**src/rtl/id_ex_stage_reg.sv**
```systemverilog
// ID->EX pipeline register with stall hold, flush bubble and write-back bypass.
// Optional bubble counter is enabled by defining ID_EX_BUBBLE_CNT_EN.
module id_ex_stage_reg #(
  parameter int XLEN   = 32,
  parameter int CTRL_W = 16,
  parameter int CNT_W  = 16
) (
  input  logic              clk,
  input  logic              rst,
  input  logic              stall,
  input  logic              flush,
  input  logic              id_valid,
  input  logic [XLEN-1:0]   id_pc,
  input  logic [4:0]        id_rs1,
  input  logic [4:0]        id_rs2,
  input  logic [4:0]        id_rd,
  input  logic [XLEN-1:0]   id_rd1,
  input  logic [XLEN-1:0]   id_rd2,
  input  logic [XLEN-1:0]   id_imm,
  input  logic [CTRL_W-1:0] id_ctrl,
  input  logic              wb_we,
  input  logic [4:0]        wb_rd,
  input  logic [XLEN-1:0]   wb_wd,
`ifdef ID_EX_BUBBLE_CNT_EN
  output logic [CNT_W-1:0]  bubble_cnt,
`endif
  output logic              ex_valid,
  output logic [XLEN-1:0]   ex_pc,
  output logic [4:0]        ex_rs1,
  output logic [4:0]        ex_rs2,
  output logic [4:0]        ex_rd,
  output logic [XLEN-1:0]   ex_op1,
  output logic [XLEN-1:0]   ex_op2,
  output logic [XLEN-1:0]   ex_imm,
  output logic [CTRL_W-1:0] ex_ctrl
);

  logic            wb_live;
  logic            ld_hit1, ld_hit2, hold_hit1, hold_hit2;
  logic [XLEN-1:0] ld_op1, ld_op2;

  // A write to x0 never forwards anywhere, so gate it once here.
  assign wb_live   = wb_we && (wb_rd != 5'd0);
  assign ld_hit1   = wb_live && (wb_rd == id_rs1);
  assign ld_hit2   = wb_live && (wb_rd == id_rs2);
  assign hold_hit1 = wb_live && (wb_rd == ex_rs1);
  assign hold_hit2 = wb_live && (wb_rd == ex_rs2);

  always_comb begin
    ld_op1 = id_rd1;
    ld_op2 = id_rd2;
    if (ld_hit1)         ld_op1 = wb_wd;
    if (ld_hit2)         ld_op2 = wb_wd;
    if (id_rs1 == 5'd0)  ld_op1 = '0;
    if (id_rs2 == 5'd0)  ld_op2 = '0;
  end

  always_ff @(posedge clk) begin
    if (rst || flush) begin
      ex_valid <= 1'b0;
      ex_pc    <= '0;
      ex_rs1   <= '0;
      ex_rs2   <= '0;
      ex_rd    <= '0;
      ex_op1   <= '0;
      ex_op2   <= '0;
      ex_imm   <= '0;
      ex_ctrl  <= '0;
    end else if (stall) begin
      // Held operands still track WB so EX never resumes with stale data.
      if (hold_hit1) ex_op1 <= wb_wd;
      if (hold_hit2) ex_op2 <= wb_wd;
    end else begin
      ex_valid <= id_valid;
      ex_pc    <= id_pc;
      ex_rs1   <= id_rs1;
      ex_rs2   <= id_rs2;
      ex_rd    <= id_rd;
      ex_op1   <= ld_op1;
      ex_op2   <= ld_op2;
      ex_imm   <= id_imm;
      ex_ctrl  <= id_valid ? id_ctrl : '0;
    end
  end

`ifdef ID_EX_BUBBLE_CNT_EN
  always_ff @(posedge clk) begin
    if (rst)
      bubble_cnt <= '0;
    else if (flush || (!stall && !id_valid))
      bubble_cnt <= bubble_cnt + 1'b1;
  end
`endif

endmodule

```
**config.mk**
```make
export PLATFORM = sky130hd
export DESIGN_NAME = id_ex_stage_reg
export DESIGN_NICKNAME = d
export VERILOG_FILES = /design/src/rtl/id_ex_stage_reg.sv
export SDC_FILE = /design/constraint.sdc
export NUM_CORES = 1
export LEC_CHECK = 0
export CAP_MARGIN = 15
export CORE_AREA = 2 2 139 141
export DETAILED_ROUTE_END_ITERATION = 10
export DIE_AREA = 0 0 141 143
export PLACE_DENSITY = 0.74
export SYNTH_ARGS = -nofsm -noshare
export SYNTH_HDL_FRONTEND = slang
export SYNTH_SLANG_ARGS = --single-unit
```
**constraint.sdc**
```tcl
create_clock -name clk -period 5.7 [get_ports clk]
set_clock_uncertainty 0.15 [all_clocks]
set_input_delay 0.855 -clock clk [delete_from_list [all_inputs] [get_ports clk]]
set_output_delay 0.855 -clock clk [all_outputs]
set_load 0.005 [all_outputs]
```
# Word-level counts from Yosys, hierarchy flattened
# Index checks and enable logic that the tools add are counted.
dict set report word_totals {
  reg_bits 160
  latchBits 0
  mem_bits_rw 0
  romBits 0
  output_inout_bits 160
  wordCells 33
  n_memories 0
}
dict set report classes {
  addsub 0
  n_mul 0
  n_div 0
  magnitude_cmp 0
  eq_ne 6
  shifts 0
  muxes 9
  n_bitwise 0
  n_reduce_logical 9
}
# cell count
set op_table {}
lappend op_table {{$mux W32} 8}
lappend op_table {{$eq A5 B5 Y1} 4}
lappend op_table {{$mux W16} 1}
lappend op_table {{$logic_not A5 Y1} 2}
lappend op_table {{$logic_and A1 B1 Y1} 5}
lappend op_table {{$reduce_bool A5 Y1} 1}
lappend op_table {{$ne A2 B1 Y1 const B} 2}
lappend op_table {{$logic_or A1 B1 Y1} 1}

# Logic depth before layout (Yosys ltp)
dict set report depth {
  ltp_word 6
  depth_mapped 8
  mapped_depth_nobuf 5
}

# Worst setup path after synthesis
# OpenSTA, ideal clock, no wires.
dict set report synth_timing {
  path_kind {input to register}
  start {input wb_rd[4]}
  end {register ex_op1[21]}
  t_arrival_ps 2395
  slack_ps 3015
  stages 8
  cell_sequence {buf_2 or4_4 o21a_4 and4_1 buf_6 buf_6 a31oi_1 a211oi_2}
}
dict set report synth_via {
  elab_chain_cells 6
}
# element line
set synth_rtl {}
lappend synth_rtl {{start, declared} 22} ;# input logic [4:0] wb_rd,
lappend synth_rtl {{$reduce_bool A5 Y1} 43} ;# assign wb_live = wb_we && (wb_rd != 5'd0);
lappend synth_rtl {{$logic_and A1 B1 Y1} 43}
lappend synth_rtl {{$logic_and A1 B1 Y1} 44} ;# assign ld_hit1 = wb_live && (wb_rd == id_rs1);
lappend synth_rtl {{$mux W32} 52} ;# if (ld_hit1) ld_op1 = wb_wd;
lappend synth_rtl {{$mux W32} 54} ;# if (id_rs1 == 5'd0) ld_op1 = '0;
lappend synth_rtl {{$mux W32} 69} ;# end else if (stall) begin
lappend synth_rtl {{end signal, assigned} 71} ;# if (hold_hit1) ex_op1 <= wb_wd;
lappend synth_rtl {{end signal, assigned} 79} ;# ex_op1 <= ld_op1;
lappend synth_rtl {{end, declared} 32} ;# output logic [XLEN-1:0] ex_op1,
# Several ways; a longest one is shown, not always the timed one.
# A chain may end at the register's enable or synchronous reset.

# Worst setup path in the final report
dict set report layout_timing {
  start {input wb_rd[0]}
  end {register ex_op2[17]}
}
dict set report layout_via {
  elab_chain_cells 6
}
# element line
set layout_rtl {}
lappend layout_rtl {{$reduce_bool A5 Y1} 43}
lappend layout_rtl {{$logic_and A1 B1 Y1} 43}
lappend layout_rtl {{$logic_and A1 B1 Y1} 45} ;# assign ld_hit2 = wb_live && (wb_rd == id_rs2);
lappend layout_rtl {{$mux W32} 53} ;# if (ld_hit2) ld_op2 = wb_wd;
lappend layout_rtl {{$mux W32} 55} ;# if (id_rs2 == 5'd0) ld_op2 = '0;
lappend layout_rtl {{$mux W32} 69}
lappend layout_rtl {{end signal, assigned} 72} ;# if (hold_hit2) ex_op2 <= wb_wd;
lappend layout_rtl {{end signal, assigned} 80} ;# ex_op2 <= ld_op2;
lappend layout_rtl {{end, declared} 33} ;# output logic [XLEN-1:0] ex_op2,
# Several ways; a longest one is shown, not always the timed one.

==> flow_metrics.env <==
export IMPL_numCtsBuffers=17
export IMPL_setup_ws_ns=2.35
export IMPL_routabilityCongestion=0.827
export IMPL_first_pass_iters=5
export IMPL_worstMarginPinSlew_ns=1.04
export IMPL_synth_mux_area_share_pct=11.3
export IMPL_path_cells="clkdlybuf4s50_1 > xor2_1 > nor3_1 > nand4_2 > a32oi_1 > a211oi_2"
export IMPL_clock_path_buffers=2
export IMPL_fp_dieW_um=141
export IMPL_drt_total_wl_um=26300
export IMPL_htree_levels=4
export IMPL_netlist_cell_type_count=28
export IMPL_status="finished clean"
export IMPL_post_place_cells=1257
export IMPL_cts_clk_slew_worst_paths_ns=0.06
export IMPL_cellLeakagePower_nw=4.11
export IMPL_io_pins=362
export IMPL_max_freq_ghz=0.299
export IMPL_synth_top_family_by_area="compound AO/OA/AOI/OAI gates"
export IMPL_crit_start="wb_rd[0]"
export IMPL_grt_overflow=0
export IMPL_rrSetupSlack_ns=3.53
export IMPL_synthTopCellsByArea="dfxtp_1 (46%), mux2i_1 (11%), nor2_1 (8.7%)"
export IMPL_ys_seq_area_share_pct=45.6
export IMPL_crit_fanout=32
export IMPL_critPathKind="in -> reg"
export IMPL_rsz0062_at_grt="false"
export IMPL_period_minus_slack_ns=3.35
export IMPL_grt_use_met3_pct=10.2
export IMPL_p_total_mw=2.81
export IMPL_holdCritPathClass="reg -> reg"
export IMPL_coreArea_um2=18600
export IMPL_yosysWarnings=0
export IMPL_crit_slowest_cell="nand4_2"
export IMPL_syn_nets=936
export IMPL_ys_seq_elements=160
export IMPL_layout_common_cells="clkdlybuf4s50_1 (360), nor2_1 (162), dfxtp_1 (160)"
export IMPL_cts_sinks=160
export IMPL_reg2reg_to="ex_op1[11]"
export IMPL_rows=50
export IMPL_io_buffers=361
export IMPL_grt_pass1_vias=6987
export IMPL_period_share_pct=58.7
export IMPL_area_growth_pct=59.1
export IMPL_met1_usage_pct=29.9
export IMPL_drive_gt1_share_pct=6.07
export IMPL_grt_use_met2_pct=41.0
export IMPL_hpwl_um=18200
export IMPL_synth_area_um2=7030
export IMPL_arrival_ns=3.46
export IMPL_vias=7189
export IMPL_grtUsageTotal_pct=25.3
export IMPL_top_usage_layer="met2"
export IMPL_synth_top_area_cell="dfxtp_1"
export IMPL_avgViaCountPerCell=5.56
export IMPL_synth_compound_area_share_pct=24.2
export IMPL_final_util_pct=60.2
export IMPL_final_hold_violation_count=0
export IMPL_die_area_um2=20200
export IMPL_grt_pass1_wl_um=39500
export IMPL_r2r_cells=6
export IMPL_final_cell_area_um2=11200
export IMPL_placed_area_um2=10600
export IMPL_cp_end_kind="register"
export IMPL_cts_resized=0
export IMPL_drc=0
export IMPL_finalSetupViolCount=0
export IMPL_drv_slew=0
export IMPL_hold_buffers=0
export IMPL_cts_setup_buffers=0
export IMPL_worstPathRequired_ns=5.81
export IMPL_p_per_area_nw_per_um2=251
export IMPL_routedWlPerCell_um=20.4
export IMPL_antenna_found_initial=5
export IMPL_maxSlewHeadroom_pct=30.8
export IMPL_drv_cap=0
export IMPL_cp_slowest_stage_delay_ns=0.85
export IMPL_antenna_left=0
export IMPL_crit_path_end="ex_op2[17]"
export IMPL_clk_latency_ns=0.42
export IMPL_drt_initial_drc_count=380
export IMPL_hold_ws_ns=0.345
export IMPL_nets=1244
export IMPL_stdcell_count=1293
export IMPL_finalSetupTns_ns=0
export IMPL_dp_slack_ns=1.92
export IMPL_startpoint_type="input port"
export IMPL_start_util_pct=37.8
export IMPL_cts_root_buffer="clkbuf_16"
export IMPL_grt_max_degree=95
export IMPL_avgSynthCellArea_um2=9.57
export IMPL_synthSimpleGateAreaFrac_pct=10.0
export IMPL_syn_inst=734
export IMPL_layout_commonest_cell="clkdlybuf4s50_1"
export IMPL_yosysTopAreaCellShare_pct=45.6
export IMPL_cts_tree="done"
export IMPL_rr_startpoint="ex_rs1[2]"
export IMPL_synth_fa_ha_area_share_pct=0
export IMPL_peakVddDrop_mv=0.197
export IMPL_synth_xor_area_share_pct=2.49
export IMPL_die_y_um=143
## cells by family (layout without fill, tap and decap cells)
kind of cell	after synthesis	after routing
buffers and inverters	82	403
AND/OR/NAND/NOR	175	175
other	0	4
XOR/XNOR	20	20
multiplexers	79	79
flip-flops	160	160
AO/OA/AOI/OAI	218	218
## layer usage
layer  vias to the layer above  routed length, um
li1                       3370                  -
met1                      3399              10300
met2                       376              12400
met3                        42               2890
met4                         2                692
met5                         -                 10
## worst min-delay path by stage
stage	startpoint	to	slack (ns)	cells past startpoint
floorplan	ex_valid	ex_valid	0.34	2
global placement	ex_imm[31]	ex_imm[31]	0.32	2
detailed placement	ex_pc[7]	ex_pc[7]	0.34	2
CTS	ex_op2[22]	ex_op2[22]	0.35	2
global route	ex_op1[18]	ex_op1[18]	0.36	2
finish	ex_pc[0]	ex_pc[0]	0.35	2
## worst max-delay path: cells and delay by family
kind / cells / cell delay, ns
xor+xnor: 1 / 0.21
simple gates: 2 / 1.12
compound gates: 2 / 0.68
buf+inv: 1 / 0.56
## state kept, by name, indices dropped and copies added (netlist names)
signal / cells
ex_op2: 32
ex_pc: 32
ex_rs1: 5
ex_ctrl: 16
ex_imm: 32
ex_rd: 5
ex_op1: 32
ex_valid: 1
ex_rs2: 5
## layout make-up
cell class / instances / area [um2]
fillers: 1614 / 7400
multi-input cells: 492 / 3400
well taps: 234 / 293
flip-flops and latches: 160 / 3200
repair buffers: 371 / 3700
clock buffers: 20 / 447
clock inverters: 12 / 124
diodes: 4 / 10.0
## Yosys cell counts, drive strengths merged
| library cell | count |
|---|---|
| buf | 25 |
| a211oi | 64 |
| xnor2 | 14 |
| mux2i | 79 |
| xor2 | 6 |
| nor2 | 162 |
| or4 | 1 |
| a21oi | 3 |
| nor2b | 1 |
| and4 | 2 |
| dfxtp | 160 |
| o2111ai | 2 |
| a31oi | 64 |
| o21ai | 2 |
| or2 | 1 |
| a32oi | 64 |
| o21a | 3 |
| clkbuf | 57 |
| a22oi | 16 |
| nand3 | 2 |
| nand4 | 2 |
| nor3 | 4 |
## power breakdown
group          switching, mW  internal, mW
logic                  0.210         0.275
registers             0.0237          1.16
clock network          0.512         0.628
total                  0.745          2.06
No activity file was read; power rests on OpenSTA's default activity.
==> patch (same settings) <==
Change the parameter `XLEN` from 32 to 16.
--- a/src/rtl/id_ex_stage_reg.sv
+++ b/src/rtl/id_ex_stage_reg.sv
@@ -1,7 +1,7 @@
 // ID->EX pipeline register with stall hold, flush bubble and write-back bypass.
 // Optional bubble counter is enabled by defining ID_EX_BUBBLE_CNT_EN.
 module id_ex_stage_reg #(
-  parameter int XLEN   = 32,
+  parameter int XLEN   = 16,
   parameter int CTRL_W = 16,
   parameter int CNT_W  = 16
 ) (
Interface: changed (9 resized); port bits go from 362 to 218. No check against the original RTL was run, so the function may have changed too.
==> patch against the original RTL <==
Global-route usage fell by 10 points. Worst setup slack improved by 0.27 ns. Sequential cell count fell by 64. Count of clock-buffer cells in the layout fell by 11. Fmax rose by 8.9%. Final area fell by 38%. Area after synthesis fell by 38%. Total power fell by 41%. Routed wire length fell by 43%. Non-clock buffer count fell by 148. Critical path type unchanged. Highest routed layer is now met4.
==> patch: results (changes against the original RTL) <==
- The total nets after synthesis is 562 (was 936).
- The distinct cell type count of the synthesized netlist was 29 (was 28).
* Source-to-sink clock delay at the later pin of the worst-skew pair: 0.34 ns (was 0.42 ns)
* RD Place Congestion: 0.725 (was 0.827)
* Number of buffers added by the clock tree synthesis step: 9 (was 17)
- The estimated wirelength of the detail-placed design came to 10,600 µm (was 18,200 µm).
* Routed Wire Length: 15,000 µm (was 26,300 µm)
- Drt via density: 4.80 (was 5.56)
* Depth of the worst register-to-register path: 5 (was 6)
- Leakage power of the design: 2.47 nW (was 4.11 nW)
- Fraction of layout cells with a size suffix above 1: 8.39% (was 6.07%)
- Top cells by instance count after synthesis: 96 x sky130_fd_sc_hd__dfxtp_1, 66 x sky130_fd_sc_hd__nor2_1, 47 x sky130_fd_sc_hd__mux2i_1 (was 162 x sky130_fd_sc_hd__nor2_1, 160 x sky130_fd_sc_hd__dfxtp_1, 79 x sky130_fd_sc_hd__mux2i_1).
- Fraction of the yosys area taken by sequential cells: 44.0% (was 45.6%)
- The number of nets at the end of the flow was 749 (was 1,244).
- The highest-delay cell along the critical path was sky130_fd_sc_hd__o41a_2 (was sky130_fd_sc_hd__nand4_2).
* Number of global-route vias before repair: 4,131 (was 6,987)
* Number of antenna violations at the first check in global routing: 0 (was 5)
- Data arrival time of the critical path: 3.18 ns (was 3.46 ns)
* Kind of cell adding the most delay to the critical path: compound AO/OA/AOI/OAI gates (was simple AND/OR/NAND/NOR gates)
* Top area cells in the synthesized netlist: sky130_fd_sc_hd__dfxtp_1 44%, sky130_fd_sc_hd__mux2i_1 11%, sky130_fd_sc_hd__a221oi_2 6.9%, sky130_fd_sc_hd__a32oi_1 6.4%, sky130_fd_sc_hd__nor2_1 5.7% (was sky130_fd_sc_hd__dfxtp_1 46%, sky130_fd_sc_hd__mux2i_1 11%, sky130_fd_sc_hd__nor2_1 8.7%, sky130_fd_sc_hd__a32oi_1 8.0%, sky130_fd_sc_hd__a211oi_1 5.8%)
- CTS H-tree lvls: 3 (was 4)
* Pin count of the biggest net entering global routing: 63 (was 95)
* CP max stage delay: 0.65 ns (was 0.85 ns)
- The largest vdd supply drop is 0.000174 V (was 0.000197 V).
* Outcome: complete, no violations (unchanged)
* GRT Total Usage: 14.9% (was 25.3%)
- The number of resized instances in the post-cts repair step was 0 (unchanged).
- The number of buffer cells added on primary ports came to 217 (was 361).
## patch: cell types whose count changed after synthesis, moves of 10 or more
cell,before,now
sky130_fd_sc_hd__clkbuf_1,56,19
sky130_fd_sc_hd__a221oi_1,0,12
sky130_fd_sc_hd__nor2_1,162,66
sky130_fd_sc_hd__a211oi_1,54,0
sky130_fd_sc_hd__a211oi_2,10,0
sky130_fd_sc_hd__dfxtp_1,160,96
sky130_fd_sc_hd__inv_1,0,32
sky130_fd_sc_hd__a31oi_1,62,32
sky130_fd_sc_hd__mux2i_1,79,47
sky130_fd_sc_hd__a32oi_1,64,32
sky130_fd_sc_hd__a221oi_2,0,20
## patch: worst paths after layout
path              startpoint    endpoint  slack [ns]
hold / removal    ex_op2[10]  ex_op2[10]        0.31
setup reg to reg   ex_rs2[3]  ex_op2[14]        3.59
hold reg to reg   ex_op2[10]  ex_op2[10]        0.31
setup / recovery    wb_rd[4]  ex_op2[14]        2.63
## patch: area by class of cell
type / count / area share [%]
multi-input cells: 265 / 29.9
flip-flops and latches: 96 / 27.7
repair buffers: 223 / 32.0
inverters: 32 / 1.73
well taps: 234 / 4.23
clock inverters: 7 / 1.23
clock buffers: 9 / 3.25
## patch: through the flow
step                total power, mW  hold WS [ns]  cells  instance area (µm²)  worst slack, ns
floorplan                     0.852         0.309    440                 4370             3.02
global placement               1.01         0.300    850                 6620             2.32
detailed placement             1.02         0.299    850                 6620             2.25
CTS                            1.67         0.311    866                 6930             2.63
global route                   1.72         0.330    866                 6930             2.43
finish                         1.64         0.310    866                 6930             2.63
## patch: worst reg2reg max path, delay by kind of cell, from the launching register on
kind	cells	cell delay, ns
AOI/OAI and AO/OA	3	1.18
DFF	1	0.38
xor gates and xnor gates	1	0.14
and+or+nand+nor	1	0.11
## patch: where the power goes
group          total (mW)  internal, mW  switching (mW)
combinational       0.292         0.165           0.127
clock               0.645         0.350           0.295
sequential          0.707         0.694          0.0134
total                1.64          1.21           0.435
## patch: cell families after synthesis
| kind of cell | count (synthesis) | share of synthesized area, % |
|---|---|---|
| muxes | 47 | 10.8 |
| DFF | 96 | 44.0 |
| buffers and inverters | 79 | 8.93 |
| xor gates and xnor gates | 20 | 4.01 |
| and+or+nand+nor | 79 | 7.87 |
| AOI/OAI and AO/OA | 119 | 24.5 |
## patch: routing by layer
metal	vias to the layer above	wire length [µm]	GRT usage, %	share of wire [%]
li1	2004	-	-	-
met1	1927	6440	17.9	43
met2	214	6390	22.9	43
met3	16	1910	7.41	13
met4	0	289	5.58	1.9
met5	-	0	0	0
